## src/rtl/pipe_ctrl_pkg.sv

```systemverilog
`default_nettype none
// +----------------------------------------------------------------------------+
// | pipe_ctrl_pkg : shared constants and controller state encoding             |
// | Rev 1.0                                                                    |
// +----------------------------------------------------------------------------+

`ifndef ZERO_REG
`define ZERO_REG 5'h0
`endif
`ifndef ZERO_WORD
`define ZERO_WORD 32'h0
`endif
`ifndef HOLD_ENABLE
`define HOLD_ENABLE 1'b1
`endif
`ifndef HOLD_DISABLE
`define HOLD_DISABLE 1'b0
`endif

package pipe_ctrl_pkg;

    localparam logic [4:0]  C_ZERO_REG     = `ZERO_REG;
    localparam logic [31:0] C_ZERO_WORD    = `ZERO_WORD;
    localparam logic        C_HOLD_ENABLE  = `HOLD_ENABLE;
    localparam logic        C_HOLD_DISABLE = `HOLD_DISABLE;
    localparam int          C_CNT_W        = 8;

    typedef enum logic [1:0] {
        CTRL_RUN      = 2'd0,
        CTRL_LU_STALL = 2'd1,
        CTRL_FLUSH    = 2'd2,
        CTRL_BUS_WAIT = 2'd3
    } ctrl_state_t;

endpackage

`default_nettype wire

```

## src/rtl/pipe_ctrl_hazard_detect.sv

```systemverilog
`default_nettype none
// +----------------------------------------------------------------------------+
// | hazard_detect : load-use comparator between ex-stage rd and decode rs1/rs2 |
// | Rev 1.0                                                                    |
// +----------------------------------------------------------------------------+

module hazard_detect
    import pipe_ctrl_pkg::*;
(
    input  logic [4:0] id_reg1_raddr_i,
    input  logic [4:0] id_reg2_raddr_i,
    input  logic       ex_reg_we_i,
    input  logic [4:0] ex_reg_waddr_i,
    input  logic       ex_is_load_i,
    output logic       hit_o
);

    assign hit_o = ex_is_load_i && ex_reg_we_i && (ex_reg_waddr_i != C_ZERO_REG) &&
                   ((ex_reg_waddr_i == id_reg1_raddr_i) || (ex_reg_waddr_i == id_reg2_raddr_i));

endmodule

`default_nettype wire

```

## src/rtl/pipe_ctrl.sv

```systemverilog
`default_nettype none
// +----------------------------------------------------------------------------+
// | pipe_ctrl : hazard/sequencing controller (load-use, jump flush, bus wait)  |
// | Optional macro PIPE_CTRL_PERF_EN adds stall/flush performance counters.    |
// | Rev 1.0                                                                    |
// +----------------------------------------------------------------------------+

module pipe_ctrl
    import pipe_ctrl_pkg::*;
#(
    parameter int FLUSH_CYCLES = 2,
    parameter int BUS_TIMEOUT  = 255
)
(
    input  logic        clk,
    input  logic        rst,
    input  logic [4:0]  id_reg1_raddr_i,
    input  logic [4:0]  id_reg2_raddr_i,
    input  logic        ex_reg_we_i,
    input  logic [4:0]  ex_reg_waddr_i,
    input  logic        ex_is_load_i,
    input  logic        ex_jump_flag_i,
    input  logic [31:0] ex_jump_addr_i,
    input  logic        bus_req_i,
    input  logic        bus_ack_i,
    output logic        hold_pc_o,
    output logic        hold_if_id_o,
    output logic        flush_if_id_o,
    output logic        flush_id_ex_o,
    output logic        hold_all_o,
    output logic        jump_flag_o,
    output logic [31:0] jump_addr_o,
    output logic        bus_err_o
`ifdef PIPE_CTRL_PERF_EN
    ,
    output logic [31:0] perf_stall_cnt_o,
    output logic [31:0] perf_flush_cnt_o
`endif
);

    localparam logic [C_CNT_W-1:0] C_FLUSH_LOAD = C_CNT_W'(FLUSH_CYCLES - 1);
    localparam logic [C_CNT_W-1:0] C_TIMEOUT    = C_CNT_W'(BUS_TIMEOUT);

    ctrl_state_t        r_state, w_state_nxt;
    logic [C_CNT_W-1:0] r_cnt, w_cnt_nxt;
    logic               r_pend, w_pend_nxt;
    logic [31:0]        r_pend_addr, w_pend_addr_nxt;
    logic               w_lu_hit;
    logic [31:0]        w_jump_tgt;

    hazard_detect u_hazard_detect (
        .id_reg1_raddr_i (id_reg1_raddr_i),
        .id_reg2_raddr_i (id_reg2_raddr_i),
        .ex_reg_we_i     (ex_reg_we_i),
        .ex_reg_waddr_i  (ex_reg_waddr_i),
        .ex_is_load_i    (ex_is_load_i),
        .hit_o           (w_lu_hit)
    );

    // A jump deferred by a bus wait takes precedence over whatever is in ex now.
    assign w_jump_tgt = r_pend ? r_pend_addr : ex_jump_addr_i;

    always_comb begin
        w_state_nxt     = r_state;
        w_cnt_nxt       = r_cnt;
        w_pend_nxt      = r_pend;
        w_pend_addr_nxt = r_pend_addr;
        hold_pc_o       = C_HOLD_DISABLE;
        hold_if_id_o    = C_HOLD_DISABLE;
        hold_all_o      = C_HOLD_DISABLE;
        flush_if_id_o   = 1'b0;
        flush_id_ex_o   = 1'b0;
        jump_flag_o     = 1'b0;
        jump_addr_o     = C_ZERO_WORD;
        bus_err_o       = 1'b0;

        case (r_state)
            CTRL_RUN: begin
                if (bus_req_i && !bus_ack_i) begin
                    hold_all_o  = C_HOLD_ENABLE;
                    w_state_nxt = CTRL_BUS_WAIT;
                    w_cnt_nxt   = '0;
                    if (ex_jump_flag_i && !r_pend) begin
                        w_pend_nxt      = 1'b1;
                        w_pend_addr_nxt = ex_jump_addr_i;
                    end
                end else if (ex_jump_flag_i || r_pend) begin
                    jump_flag_o   = 1'b1;
                    jump_addr_o   = w_jump_tgt;
                    flush_if_id_o = 1'b1;
                    flush_id_ex_o = 1'b1;
                    w_pend_nxt    = 1'b0;
                    if (FLUSH_CYCLES > 1) begin
                        w_state_nxt = CTRL_FLUSH;
                        w_cnt_nxt   = C_FLUSH_LOAD;
                    end
                end else if (w_lu_hit) begin
                    hold_pc_o     = C_HOLD_ENABLE;
                    hold_if_id_o  = C_HOLD_ENABLE;
                    flush_id_ex_o = 1'b1;
                    w_state_nxt   = CTRL_LU_STALL;
                end
            end
            CTRL_LU_STALL: begin
                w_state_nxt = CTRL_RUN;
            end
            CTRL_FLUSH: begin
                // r_cnt counts the FLUSH-state cycles still owed, this one included.
                flush_if_id_o = 1'b1;
                flush_id_ex_o = 1'b1;
                if (ex_jump_flag_i) begin
                    jump_flag_o = 1'b1;
                    jump_addr_o = ex_jump_addr_i;
                    w_cnt_nxt   = C_FLUSH_LOAD;
                end else if (r_cnt <= C_CNT_W'(1)) begin
                    w_state_nxt = CTRL_RUN;
                    w_cnt_nxt   = '0;
                end else begin
                    w_cnt_nxt = r_cnt - C_CNT_W'(1);
                end
            end
            CTRL_BUS_WAIT: begin
                hold_all_o = C_HOLD_ENABLE;
                if (ex_jump_flag_i && !r_pend) begin
                    w_pend_nxt      = 1'b1;
                    w_pend_addr_nxt = ex_jump_addr_i;
                end
                if (bus_ack_i) begin
                    w_state_nxt = CTRL_RUN;
                    w_cnt_nxt   = '0;
                end else if (r_cnt >= C_TIMEOUT) begin
                    bus_err_o   = 1'b1;
                    w_pend_nxt  = 1'b0;
                    w_state_nxt = CTRL_RUN;
                    w_cnt_nxt   = '0;
                end else begin
                    w_cnt_nxt = r_cnt + C_CNT_W'(1);
                end
            end
            default: begin
                w_state_nxt = CTRL_RUN;
                w_cnt_nxt   = '0;
            end
        endcase

        // Outputs must drop the moment reset asserts, not at the next edge.
        if (!rst) begin
            hold_pc_o     = C_HOLD_DISABLE;
            hold_if_id_o  = C_HOLD_DISABLE;
            hold_all_o    = C_HOLD_DISABLE;
            flush_if_id_o = 1'b0;
            flush_id_ex_o = 1'b0;
            jump_flag_o   = 1'b0;
            jump_addr_o   = C_ZERO_WORD;
            bus_err_o     = 1'b0;
        end
    end

    always_ff @(posedge clk or negedge rst) begin
        if (!rst) begin
            r_state     <= CTRL_RUN;
            r_cnt       <= '0;
            r_pend      <= 1'b0;
            r_pend_addr <= C_ZERO_WORD;
        end else begin
            r_state     <= w_state_nxt;
            r_cnt       <= w_cnt_nxt;
            r_pend      <= w_pend_nxt;
            r_pend_addr <= w_pend_addr_nxt;
        end
    end

`ifdef PIPE_CTRL_PERF_EN
    logic [31:0] r_perf_stall;
    logic [31:0] r_perf_flush;

    always_ff @(posedge clk or negedge rst) begin
        if (!rst) begin
            r_perf_stall <= '0;
            r_perf_flush <= '0;
        end else begin
            if ((hold_pc_o || hold_all_o) && (r_perf_stall != 32'hFFFF_FFFF)) begin
                r_perf_stall <= r_perf_stall + 32'd1;
            end
            if (flush_id_ex_o && (r_perf_flush != 32'hFFFF_FFFF)) begin
                r_perf_flush <= r_perf_flush + 32'd1;
            end
        end
    end

    assign perf_stall_cnt_o = r_perf_stall;
    assign perf_flush_cnt_o = r_perf_flush;
`endif

endmodule

`default_nettype wire

```

## config.mk

```make
export PLATFORM = sky130hd
export DESIGN_NAME = pipe_ctrl
export DESIGN_NICKNAME = d
export VERILOG_FILES = /design/src/rtl/pipe_ctrl_pkg.sv /design/src/rtl/pipe_ctrl_hazard_detect.sv /design/src/rtl/pipe_ctrl.sv
export SDC_FILE = /design/constraint.sdc
export NUM_CORES = 1
export LEC_CHECK = 0
export ABC_AREA = 1
export BUFFER_PORTS_ARGS = -buffer_cell sky130_fd_sc_hd__buf_2
export CORE_MARGIN = 2
export CORE_UTILIZATION = 52
export DETAILED_ROUTE_END_ITERATION = 10
export GPL_ROUTABILITY_DRIVEN = 0
export PLACE_DENSITY = 0.79
export SYNTH_ARGS = -nofsm -noshare
export SYNTH_HDL_FRONTEND = slang
export SYNTH_HIERARCHICAL = 1
export SYNTH_SLANG_ARGS = --single-unit
```

## constraint.sdc

```tcl
create_clock -name clk -period 1.8 [get_ports clk]
set_input_delay 0.36 -clock clk [delete_from_list [all_inputs] [get_ports clk]]
set_output_delay 0.36 -clock clk [all_outputs]
set_load 0.03 [all_outputs]
```

# Word-level counts from Yosys, hierarchy flattened
# Cells that the tools add are included.
# word_totals
register_bits,43
input_bits,54
out_inout_bits,39
# op_classes
n_addsub,2
n_lt_le_gt_ge,2
eq_ne,11
muxes,53
reduce_logical,17
# op_table
op,count
32-bit two-way mux,7
32-bit case mux with 2 select lines,2
8-bit two-way mux,6
1-bit two-way mux,24
8-bit case mux with 3 select lines,1
2-bit two-way mux,7
5-bit equality test,2
1-bit case mux with 2 select lines,5
"8-bit by 1-bit adder with 8-bit output, second input constant",1
"8-bit greater-or-equal comparator, second input constant",1
"8-bit by 1-bit less-or-equal comparator with 1-bit output, second input constant",1
2-bit case mux with 4 select lines,1
"8-bit by 1-bit subtractor with 8-bit output, second input constant",1
"2-bit != test, second input constant",3
"3-bit != test, second input constant",2
2-bit AND reduction,3
1-bit logical AND,5
5-bit nonzero test,1
"2-bit equality test, second input constant",2
"4-bit by 3-bit != test with 1-bit output, second input constant",1
4-bit AND reduction,1
3-bit nonzero test,1
"2-bit by 1-bit equality test with 1-bit output, second input constant",1
1-bit zero test,2
other kinds (3),4

# Logic depth before layout (Yosys ltp)
# Gate-level depths: netlist of run 1.
# depth
depth_word,8
ltp_mapped,12

# Cells and area by module
# The synthesis of run 1 kept the hierarchy.
# by_module_without_submodules
module,n_inst,cells_per_inst,area_per_inst_um2
pipe_ctrl,1,311,2793.9
hazard_detect,1,45,202.7

# Worst setup path after synthesis of run 1
# Ideal clock, no wire load.
# synth_path
kind,in2out
start,input id_reg2_raddr_i[4]
end,output hold_pc_o
t_arrival_ns,2.206
slack_ns,-0.766
cell_stages,9
n_path_buf,1
path_cell_list,inv_1 nand2_1 nand2_2 nor2_2 nand3_1 a21oi_2 inv_1 nor4_1 buf_4
# synth_via
elab_chain_cells,8
# synth_rtl
item,line,source
"start, declared",pipe_ctrl.sv:18,"input logic [4:0] id_reg2_raddr_i,"
5-bit equality test,pipe_ctrl_hazard_detect.sv:19,((ex_reg_waddr_i == id_reg1_raddr_i) || (ex_reg_waddr_i == id_reg2_raddr_i));
1-bit logical OR,pipe_ctrl_hazard_detect.sv:19,
1-bit logical AND,pipe_ctrl_hazard_detect.sv:18,assign hit_o = ex_is_load_i && ex_reg_we_i && (ex_reg_waddr_i != C_ZERO_REG) &&
via w_lu_hit,pipe_ctrl.sv:48,logic w_lu_hit;
1-bit two-way mux (5 in series),n/a,
"end, declared",pipe_ctrl.sv:26,"output logic hold_pc_o,"
# The timed path passes the listed nets, and every way through them passes these cells.

# Worst setup path in the final report of run 1
# layout_path
start,register r_state[0]
end,output jump_addr_o[20]
# layout_via
elab_chain_cells,3
# layout_rtl
item,line,source
"start, declared",pipe_ctrl.sv:44,"ctrl_state_t r_state, w_state_nxt;"
"start signal, assigned",pipe_ctrl.sv:166,r_state <= w_state_nxt;
2-bit equality test or 2-bit zero test (tied branches),pipe_ctrl.sv:77,case (r_state)
32-bit case mux with 2 select lines (*),pipe_ctrl.sv:77,
32-bit two-way mux (*),pipe_ctrl.sv:147,if (!rst) begin
"end, declared",pipe_ctrl.sv:32,"output logic [31:0] jump_addr_o,"
# Mark *: on every way between the ends. The rest lies on a longest branch, timed or not.

==> key figures, run 1 <==
Detailed routing
  – Vias/cell: 5.53
  – Post-DR wirelength/cell: 16.3 µm
  – DRT Wirelength: 9010 µm
  – First-pass DRT Iterations: 5
  – Vias: 3054
  – Final ANT Viol Nets: 0
  – Residual DRC: 0
  – Iteration-0 DRC Markers: 213

Cells and area
  – Diode count: 0
  – Most common cell after layout, fill and taps aside: nand2_1
  – Cell area after layout: 4480 µm²
  – NumNets Final: 539
  – Final Instance Count excl. Fillers: 552
  – Layout cells sized above 1: 55.0%
  – Fillers: 322
  – Area delta synth->final: 49.6%
  – Utilization after layout: 80.9%
  – Most frequent cells in the layout: nand2_1 (64), buf_2 (51), dfrtp_1 (43), buf_6 (38)

Floorplan
  – Die X: 79.9 µm
  – Core area: 5540 µm²
  – Die area: 6390 µm²
  – Die Ht: 79.9 µm
  – Top-Level Pins: 93
  – Standard-cell rows: 27
  – Initial Util: 54.1%

Critical path
  – Crit-path slowest cell: dfrtp_1
  – Depth of the most critical reg-to-reg path: 9
  – Critical path capture point type: output pin
  – CP Buf/Inv Count: 3
  – WP data arrival: 1830 ps
  – Setup crit start: r_state[0]
  – R2R Setup Slk: -90 ps
  – Required @ worst endpoint: 1440 ps
  – Critical path class: flop to output pin
  – CP Depth: 8
  – Crit-path max FO: 16
  – Crit-path cells: inv_2 -> ha_4 -> nand2_4 -> nor2_4 -> clkbuf_16 -> a22oi_1 -> nor2_2 -> buf_6
  – Setup crit end: jump_addr_o[20]
  – Crit path largest cell delay: 430 ps
  – Top delay family on crit path: buffers and inverters
  – Worst reg2reg startpoint: r_state[0]
  – Worst reg2reg path endpoint: r_pend_addr[2]
  – Crit path launch type: flop

Job
  – MaxCap Viol Count: 0

Clocking
  – Clk sink count: 43
  – H-tree depth: 2
  – CTS tree: built
  – Total CTS buffers: 5
  – Clk slew on worst S/H paths: 100 ps
  – Worst skew pair latency: 300 ps
  – CTS Root Cell: clkbuf_8
  – Hold Buf Count CTS: 0
  – Bufs on Longest Clock Path: 2

Logic synthesis
  – Yosys cell types: 31
  – Synth Cell Area: 3000 µm²
  – Adder-cell area share of the yosys netlist: 2.51%
  – Sequential area share after synthesis: 35.9%
  – Post-synthesis simple-gate area fraction: 22.7%
  – Avg Synthesized Cell Area: 8.42 µm²
  – Synthesis Warnings: 6
  – Mux contribution to synthesized area: 15.8%
  – #FFs+latches synth: 43
  – Mapped Nets: 416
  – Largest family of logic cells by synthesized area: simple AND/OR/NAND/NOR gates
  – Post-Synth XOR/XNOR Area: 2.63%
  – Synth Area in Compound Gates: 12.8%
  – Synth Instances: 356

STA
  – Final Hold Viols: 0
  – Unrepaired setup endpoints after global routing: true
  – WHS: 176 ps
  – Tcrit/Tclk final: 122%
  – Minimum clock period: 2190 ps
  – Peak Freq: 0.457 GHz
  – Slew headroom: 62.7%
  – Final clock skew: 10.9 ps
  – Slew @ Worst Pin: 559 ps
  – Pins Over Slew Limit: 0
  – Fin Setup TNS: -15210 ps
  – Setup ws final: -387 ps
  – Setup-failing EPs final: 71

Global route
  – First-pass GRT wire length: 12800 µm
  – GR Overflow Total: 0
  – Vias in the first global route: 2845
  – Largest net degree at the start of global routing: 44
  – Initial antenna violation count: 0
  – GR Util All Layers: 24.9%

Placement
  – Post-DP Area: 3840 µm²
  – Setup WS pre-CTS: -54.4 ps
  – Post-DP HPWL: 5350 µm
  – Placed Cells: 533
  – Port bufs: 92

Power
  – PD cells: 1470 nW/µm²
  – Peak VDD IR: 0.881 mV
  – Leak: 2.23 nW
  – Total power: 6.58 mW

Min path
  – Worst min path class: primary input to async pin

Outcome
  – Failing checks: setup timing
  – Status: finished with violations
## state kept, by name, summed over array words and instances, names as in the netlist
name / cells
r_cnt: 8
r_pend_addr: 32
r_state: 2
r_pend: 1
## routing by layer
metal / vias to the layer above / routed length [µm] / track usage [%]
li1: 1430 / - / -
met1: 1465 / 3640 / 32.2
met2: 131 / 4600 / 42.9
met3: 28 / 560 / 4.86
met4: 0 / 208 / 5.93
met5: - / 0 / 0
## where the power goes
group          switching, mW  internal [mW]  total, mW
Combinational           2.13           2.07       4.21
Sequential             0.315           1.41       1.73
Clock                  0.373          0.278      0.651
Total                   2.82           3.76       6.58
## layout make-up
type | instances | area, µm² | share of cell area, %
tap | 72 | 90.1 | 2.01
inverter | 36 | 145 | 3.24
multi-input combinational | 262 | 1980 | 44.3
clock buffer | 5 | 68.8 | 1.53
timing repair buffer | 131 | 1100 | 24.4
sequential | 43 | 1080 | 24.0
clock inverter | 3 | 23.8 | 0.530
## worst reg2reg max path, cell delays in order (launching register included)
cell	delay, ps
dfrtp_1	430
inv_2	110
ha_4	160
buf_6	110
inv_4	40
buf_4	140
a21oi_2	190
nand2_4	120
buf_12	180
mux2_4	310
## cells by family (layout without fill, tap and decap cells)
group,after synthesis,after routing
mux,32,32
flops,43,43
buf+inv,51,175
xor+xnor,9,9
compound gates,56,56
fa+ha+maj,6,6
simple gates,159,159
## cells in the mapped netlist, drive strengths merged
master	n	area, µm²
nand3	16	80.1
clkbuf	3	11.3
nor2	61	256
a21oi	9	60.1
xnor2	3	26.3
mux2	32	473
nand2	73	284
nor3	2	15.0
buf	12	83.8
o31ai	1	7.51
ha	6	75.1
or2	1	6.26
nor4	1	6.26
xor2	6	52.6
dfrtp	43	1080
nand4	5	31.3
o21a	1	7.51
o21ai	13	68.8
inv	36	135
a22oi	32	240
## repair_timing
action,in CTS,in global routing
buffers inserted,9,1
gates resized for setup,69,62
pin swaps,9,9
endpoints found under the setup margin,39,81
gates cloned,0,2
## worst min path at each step
stage	depth (start not counted)	startpoint	endpoint
2_1_floorplan	0	rst	r_cnt[0]
3_3_place_gp	1	r_pend_addr[10]	r_pend_addr[10]
3_5_place_dp	1	r_pend_addr[11]	r_pend_addr[11]
4_1_cts	2	rst	r_pend_addr[28]
5_1_grt	2	rst	r_pend_addr[24]
6_report	2	rst	r_pend_addr[29]
Note: power is estimated with default switching activity, not from simulation.
==> run 2: changes to the inputs <==
--- a/config.mk
+++ b/config.mk
@@ -8,11 +8,10 @@
 export ABC_AREA = 1
 export BUFFER_PORTS_ARGS = -buffer_cell sky130_fd_sc_hd__buf_2
 export CORE_MARGIN = 2
-export CORE_UTILIZATION = 52
+export CORE_UTILIZATION = 51
 export DETAILED_ROUTE_END_ITERATION = 10
 export GPL_ROUTABILITY_DRIVEN = 0
-export PLACE_DENSITY = 0.79
+export PLACE_DENSITY = 0.78
 export SYNTH_ARGS = -nofsm -noshare
 export SYNTH_HDL_FRONTEND = slang
-export SYNTH_HIERARCHICAL = 1
 export SYNTH_SLANG_ARGS = --single-unit
==> run 2 against run 1 <==
  * The run still ends with setup timing left
  * Fmax fell by 7.8%
  * First-iteration DRC count is 27% higher
  * Combinational power increased by 15%
  * Total power increased by 10%
  * Via count is 5.8% higher
  * Worst setup slack worse by 180 ps
  * Flip-flop and latch count unchanged
  * Clock skew shrank 3.6 ps
  * Global-route usage grew 1.9 points
  * Clock power fell by 3%
  * Critical path type unchanged
  * Largest power group unchanged
==> key figures, run 2 <==
STA
  – Unrepaired setup endpoints after global routing: true
  – Slew @ Worst Pin: 352 ps (-207 ps)
  – Setup-failing EPs final: 75 (+5.6%)
  – Final Hold Viols: 0 (unchanged)
  – Pins Over Slew Limit: 0 (unchanged)
  – Peak Freq: 0.422 GHz (-7.8%)
  – WHS: 46.0 ps (-130 ps)
  – Slew headroom: 76.5% (+14 points)
  – Tcrit/Tclk final: 132% (+10 points)
  – Fin Setup TNS: -23230 ps (-8020 ps)
  – Minimum clock period: 2370 ps (+185 ps)
  – Final clock skew: 7.29 ps (-3.57 ps)
  – Setup ws final: -572 ps (-185 ps)

Clocking
  – H-tree depth: 2 (unchanged)
  – Clk sink count: 43 (unchanged)
  – Worst skew pair latency: 300 ps (about the same)
  – Total CTS buffers: 5 (unchanged)
  – Bufs on Longest Clock Path: 2 (unchanged)
  – CTS Root Cell: clkbuf_8
  – Clk slew on worst S/H paths: 90 ps (about the same)
  – CTS tree: built

Placement
  – Setup WS pre-CTS: -169 ps (-115 ps)
  – Post-DP Area: 3830 µm² (-0.26%)
  – Port bufs: 92 (unchanged)
  – Post-DP HPWL: 5500 µm (+2.7%)
  – Placed Cells: 523 (-1.9%)

Critical path
  – Depth of the most critical reg-to-reg path: 10 (+1)
  – Required @ worst endpoint: 1440 ps (about the same)
  – Top delay family on crit path: simple AND/OR/NAND/NOR gates
  – WP data arrival: 2010 ps (+180 ps)
  – Crit path launch type: flop
  – Worst reg2reg startpoint: r_state[0]
  – R2R Setup Slk: -200 ps (-110 ps)
  – Critical path capture point type: output pin
  – Crit-path cells: inv_2 -> ha_4 -> inv_4 -> nor2_4 -> nand3_1 -> nand2_2 -> buf_12 -> a22oi_1 -> nor2_2 -> buf_6
  – Crit-path slowest cell: dfrtp_1
  – Worst reg2reg path endpoint: r_pend_addr[26]
  – Critical path class: flop to output pin
  – CP Buf/Inv Count: 4 (+1)
  – Crit-path max FO: 20 (+4)
  – Crit path largest cell delay: 420 ps (about the same)

Cells and area
  – Largest register FFs: 32 (unchanged)
  – Final Instance Count excl. Fillers: 547 (-0.91%)
  – Area delta synth->final: 62.5%
  – Cell area after layout: 4690 µm² (+4.6%)
  – Most common cell after layout, fill and taps aside: buf_2
  – NumNets Final: 534 (-0.93%)
  – Layout cells sized above 1: 58.3% (+3.3 points)
  – Diode count: 0 (unchanged)
  – Utilization after layout: 85.7% (+4.7 points)
  – Fillers: 278 (-14%)
  – Largest registers: r_pend_addr x32, r_cnt x8, r_state x2
  – Top reg by flops: r_pend_addr
  – Most frequent cells in the layout: buf_2 (53), nand2_1 (47), buf_6 (44), dfrtp_1 (43), buf_4 (30)

Power
  – Leak: 2.25 nW (+1.2%)
  – Comb pwr share: 66.5% (+2.6 points)
  – Sequential power share: 24.8% (-1.4 points)
  – Clock group share of total power: 8.7% (-1.2 points)
  – Internal power: 4.02 mW (+6.9%)
  – Total power: 7.26 mW (+10%)
  – Sw Share: 44.6% (+1.8 points)
  – PD cells: 1550 nW/µm² (+5.5%)
  – Sw Pwr: 3.24 mW (+15%)
  – Peak VDD IR: 0.776 mV (-12%)

Detailed routing
  – Met1 Wirelength: 4080 µm (+12%)
  – Vias/cell: 5.90 (+6.7%)
  – Final ANT Viol Nets: 0 (unchanged)
  – DRT Wirelength: 11000 µm (+22%)
  – Top sig layer: met4
  – Residual DRC: 0 (unchanged)
  – First-pass DRT Iterations: 5 (unchanged)
  – WL met3: 553 µm (-1.3%)
  – WL met2: 5840 µm (+27%)
  – Iteration-0 DRC Markers: 271 (+27%)
  – Vias: 3230 (+5.8%)
  – Post-DR wirelength/cell: 20.1 µm (+23%)

Logic synthesis
  – Synth Instances: 344 (-3.4%)
  – Most common cell in the synthesized netlist: nand2_1
  – #FFs+latches synth: 43 (unchanged)
  – Sequential area share after synthesis: 37.3% (+1.4 points)
  – Synthesis Warnings: 0 (-6)
  – Top cell type's share of synthesized area: 37.3% (+1.4 points)
  – Mapped Nets: 404 (-2.9%)
  – Ys async rst share: 100% (unchanged)
  – Main synth FF type: dfrtp_1
  – Synth area leader: dfrtp_1
  – Post-synth EDFFs: 0 (unchanged)
  – Yosys cell types: 32 (+3.2%)
  – Post-synth top cells: nand2_1 (54), nor2_1 (51), dfrtp_1 (43)
  – Synth Cell Area: 2890 µm² (-3.7%)
  – Top cells by area, synth: dfrtp_1 (37%), mux2_2 (11%), a22oi_1 (8.3%)
  – Avg Synthesized Cell Area: 8.39 µm² (-0.36%)

Global route
  – Largest net degree at the start of global routing: 22 (-50%)
  – GR Overflow Total: 0 (unchanged)
  – First-pass GRT wire length: 13400 µm (+4.4%)
  – Initial antenna violation count: 0 (unchanged)
  – Vias in the first global route: 2978 (+4.7%)
  – GR Util All Layers: 26.8% (+1.9 points)

Floorplan
  – Die X: 79.2 µm (-0.87%)
  – Top-Level Pins: 93 (unchanged)
  – Standard-cell rows: 27 (unchanged)
  – Initial Util: 52.7% (-1.4 points)
  – Die area: 6280 µm² (-1.7%)
  – Core area: 5470 µm² (-1.2%)
  – Die Ht: 79.2 µm (-0.87%)

Outcome
  – Status: finished with violations
  – Failing checks: setup timing

Job
  – MaxCap Viol Count: 0 (unchanged)

Min path
  – Worst min path class: primary input to async pin
## run 2: final cells by class
type                    count  area [µm²]  area share [%]
flip-flops and latches     43        1080            22.9
multi-input cells         250        2080            44.3
repair buffers            138        1210            25.7
clock inverters             2        12.5           0.267
clock buffers               6        72.6            1.55
inverters                  36         154            3.28
well taps                  72        90.1            1.92
## run 2: cells by family (layout without fill, tap and decap cells)
| family | after synthesis | after routing | synth area share (%) |
|---|---|---|---|
| muxes | 32 | 32 | 12.5 |
| adders and majority gates | 6 | 6 | 2.60 |
| DFF | 43 | 43 | 37.3 |
| xor gates and xnor gates | 12 | 12 | 3.64 |
| and+or+nand+nor | 142 | 142 | 22.4 |
| buffers and inverters | 51 | 182 | 8.46 |
| AOI/OAI and AO/OA | 58 | 58 | 13.1 |
## run 2: how the worst max path moves through the flow
stage / startpoint / to / slack [ps] / cells past startpoint
3_3_place_gp: r_state[0] / jump_addr_o[3] / -120 / 10
2_1_floorplan: r_state[0] / jump_addr_o[14] / -120 / 9
5_1_grt: r_state[0] / jump_addr_o[16] / -580 / 10
4_1_cts: r_state[0] / jump_addr_o[30] / -420 / 10
6_report: r_state[0] / jump_addr_o[25] / -570 / 10
3_5_place_dp: r_state[0] / jump_addr_o[11] / -170 / 10
## run 2: layer usage
metal | vias up | GRT usage [%]
met1 | 1614 | 30.2
met4 | 0 | 7.93
met2 | 156 | 51.4
met3 | 52 | 4.55
met5 | - | 0
li1 | 1408 | -
## run 2: power groups by stage
stage	logic, mW	registers [mW]	clock network (mW)
after global routing	5.07	1.82	0.667
after detailed placement	3.30	1.70	0
after floorplan	2.43	1.64	0
final	4.83	1.80	0.633
after global placement	3.21	1.67	0
after CTS	3.80	1.71	0.633
## run 2: repair_timing
item	4_1_cts	5_1_grt
endpoints found under the hold margin	5	0
setup endpoints to repair	43	78
cloned	1	4
hold buffers	1	0
buffers inserted	4	10
pin swaps	6	22
gates resized for setup	111	60
==> run 3: changes to the inputs <==
--- a/config.mk
+++ b/config.mk
@@ -5,7 +5,6 @@
 export SDC_FILE = /design/constraint.sdc
 export NUM_CORES = 1
 export LEC_CHECK = 0
-export ABC_AREA = 1
 export BUFFER_PORTS_ARGS = -buffer_cell sky130_fd_sc_hd__buf_2
 export CORE_MARGIN = 2
 export CORE_UTILIZATION = 51
==> run 3 against run 2 <==
  * The flow still finishes with violations (setup timing)
  * Worst hold slack better by 27 ps
  * Die area fell by 2.1%
  * Sequential power about the same
  * Clock skew decreased by 5.3 ps
  * Cell area grew 4.8%
  * Total power is 11% higher
  * Final cell count fell by 4.8%
  * Wire length grew 22%
  * Register-to-register slack got worse by 180 ps
  * Highest routed layer unchanged
==> key figures, run 3 <==
Placement
  – Setup WS pre-CTS: -551 ps (-382 ps)
  – Port bufs: 92 (unchanged)
  – Post-DP HPWL: 5730 µm (+4.2%)
  – Placed Cells: 485 (-7.3%)
  – Post-DP Area: 3960 µm² (+3.3%)

Critical path
  – Top delay family on crit path: buffers and inverters
  – Required @ worst endpoint: 1440 ps (about the same)
  – Crit path largest cell delay: 410 ps (about the same)
  – Critical path capture point type: output pin
  – Depth of the most critical reg-to-reg path: 12 (+2)
  – Crit-path max FO: 12 (-40%)
  – Crit-path cells: inv_1 -> ha_2 -> buf_8 -> and3_4 -> buf_12 -> a22oi_2 -> nor2_2 -> buf_6
  – Critical path class: flop to output pin
  – WP data arrival: 2230 ps (+220 ps)
  – CP Buf/Inv Count: 4 (unchanged)
  – CP Depth: 8 (-2)
  – Crit path launch type: flop
  – Crit-path slowest cell: dfrtp_1

Cells and area
  – Utilization after layout: 90.4% (+4.7 points)
  – Cell area after layout: 4920 µm² (+4.8%)
  – NumNets Final: 508 (-4.9%)
  – Diode count: 0 (unchanged)
  – Top reg by flops: r_pend_addr
  – Area delta synth->final: 74.3%
  – Largest registers: r_pend_addr x32, r_cnt x8, r_state x2
  – Largest register FFs: 32 (unchanged)
  – Final Instance Count excl. Fillers: 521 (-4.8%)
  – Most common cell after layout, fill and taps aside: buf_4
  – Layout cells sized above 1: 71.3% (+13 points)
  – Most frequent cells in the layout: buf_4 (68), buf_2 (53), dfrtp_1 (43), buf_6 (32)

Clocking
  – CTS Root Cell: clkbuf_8
  – CTS tree: built
  – Clk slew on worst S/H paths: 90 ps (about the same)
  – Bufs on Longest Clock Path: 2 (unchanged)
  – Clk sink count: 43 (unchanged)
  – Worst skew pair latency: 310 ps (about the same)
  – H-tree depth: 2 (unchanged)
  – Total CTS buffers: 5 (unchanged)

Floorplan
  – Die area: 6140 µm² (-2.1%)
  – Initial Util: 51.9% (-0.87 points)
  – Die X: 78.4 µm (-1.1%)
  – Standard-cell rows: 27 (unchanged)
  – Die Ht: 78.4 µm (-1.1%)
  – Top-Level Pins: 93 (unchanged)
  – Core area: 5440 µm² (-0.62%)

Power
  – Peak VDD IR: 1.15 mV (+49%)
  – Total power: 8.07 mW (+11%)
  – PD cells: 1640 nW/µm² (+6.0%)
  – Leak: 2.08 nW (-7.8%)

Global route
  – Largest net degree at the start of global routing: 24 (+9.1%)
  – Grt met1 use: 37.8% (+7.6 points)
  – Initial antenna violation count: 0 (unchanged)
  – First-pass GRT wire length: 15900 µm (+19%)
  – Most utilized layer in the global route result: met2
  – GR Util All Layers: 33.5% (+6.6 points)
  – Met2 usage: 60.8% (+9.4 points)
  – GR Overflow Total: 0 (unchanged)
  – Vias in the first global route: 3172 (+6.5%)
  – GR Layer Usage met3: 5.06% (+0.51 points)

Logic synthesis
  – Post-synth top cells: nor2_1 (45), dfrtp_1 (43), a22oi_1 (34)
  – Most common cell in the synthesized netlist: nor2_1
  – Post-Synth XOR/XNOR Area: 3.11% (-0.54 points)
  – Adder-cell area share of the yosys netlist: 2.66% (+0.060 points)
  – Top cell type's share of synthesized area: 38.2% (+0.86 points)
  – Sequential area share after synthesis: 38.2% (+0.86 points)
  – Synth Instances: 294 (-15%)
  – Mux contribution to synthesized area: 13.5% (+1.0 points)
  – Synth Area in Compound Gates: 22.6% (+9.5 points)
  – Synth Cell Area: 2820 µm² (-2.3%)
  – Post-synth EDFFs: 0 (unchanged)
  – Synthesis Warnings: 0 (unchanged)
  – Yosys cell types: 51 (+59%)
  – Avg Synthesized Cell Area: 9.59 µm² (+14%)
  – Top cells by area, synth: dfrtp_1 (38%), mux2_2 (12%), a22oi_1 (9.1%)
  – Post-synthesis simple-gate area fraction: 15.4% (-7.0 points)
  – Mapped Nets: 354 (-12%)
  – Largest family of logic cells by synthesized area: compound AO/OA/AOI/OAI gates
  – Synth area leader: dfrtp_1
  – Ys async rst share: 100% (unchanged)
  – Main synth FF type: dfrtp_1
  – #FFs+latches synth: 43 (unchanged)

Detailed routing
  – Vias: 3537 (+9.5%)
  – Iteration-0 DRC Markers: 389 (+44%)
  – Post-DR wirelength/cell: 25.7 µm (+28%)
  – First-pass DRT Iterations: 5 (unchanged)
  – DRT Wirelength: 13400 µm (+22%)
  – Final ANT Viol Nets: 0 (unchanged)
  – Vias/cell: 6.79 (+15%)
  – Residual DRC: 0 (unchanged)

STA
  – Peak Freq: 0.387 GHz (-8.3%)
  – Slew @ Worst Pin: 522 ps (+170 ps)
  – Setup ws final: -786 ps (-214 ps)
  – WHS: 73.0 ps (+27.0 ps)
  – Unrepaired setup endpoints after global routing: true
  – Tcrit/Tclk final: 144% (+12 points)
  – Slew headroom: 65.0% (-12 points)
  – Pins Over Slew Limit: 0 (unchanged)
  – Fin Setup TNS: -36470 ps (-13240 ps)
  – Final clock skew: 1.98 ps (-5.31 ps)
  – Minimum clock period: 2590 ps (+214 ps)
  – Final Hold Viols: 0 (unchanged)
  – Setup-failing EPs final: 81 (+8.0%)

Outcome
  – Failing checks: setup timing
  – Status: finished with violations

Min path
  – Worst min path class: primary input to async pin

Job
  – MaxCap Viol Count: 0 (unchanged)
## run 3: worst paths after layout
check / start / endpoint / slack [ps]
worst min-delay path: rst / r_cnt[7] / 70
worst max register to register: r_state[0] / r_cnt[7] / -380
max in group asynchronous: rst / r_pend_addr[7] / 1420
worst max-delay path: r_state[1] / jump_addr_o[4] / -790
worst min register to register: r_pend_addr[31] / r_pend_addr[31] / 510
min in group clk: ex_jump_addr_i[31] / r_pend_addr[31] / 310
## run 3: cell families (layout without fill, tap and decap cells)
logic type | Yosys count | in the layout
XOR/XNOR | 10 | 10
multiplexers | 34 | 34
AND/OR/NAND/NOR | 90 | 91
flip-flops | 43 | 43
buffers and inverters | 29 | 183
adder cells (fa/ha/maj) | 6 | 6
AO/OA/AOI/OAI | 82 | 82
## run 3: power breakdown
| group | switching (mW) | internal [mW] | leakage, nW |
|---|---|---|---|
| registers | 0.361 | 1.43 | 0.527 |
| clock network | 0.363 | 0.413 | 0.0581 |
| logic | 2.98 | 2.52 | 1.49 |
## run 3: what timing repair did
item                       4_1_cts  5_1_grt
cloned                           2        2
setup buffers                   16        9
pin swaps                       27       18
hold buffers                     0        0
gates resized for setup        101       47
setup endpoints to repair       81       81
## run 3: cell type report
class                      count  area (µm²)
tap                           72        90.1
clock inverter                 3        43.8
multi-input combinational    223        2170
clock buffer                   5        68.8
sequential                    43        1080
timing repair buffer         169        1450
fill                         210         523
inverter                       6        22.5
## run 3: per-layer routing
layer | wire (µm) | part of all wire [%]
met2 | 6490 | 48
met4 | 1240 | 9.3
met5 | 0 | 0
met1 | 4390 | 33
met3 | 1290 | 9.6
## run 3: worst register-to-register path: stages, from the launching register on
cell      delay, ps
dfrtp_1         410
inv_2           120
buf_12          120
ha_4            160
buf_4           130
buf_12          110
buf_4           130
buf_6           120
o311ai_4        110
buf_6           150
buf_6           110
buf_4           130
o311ai_2        280
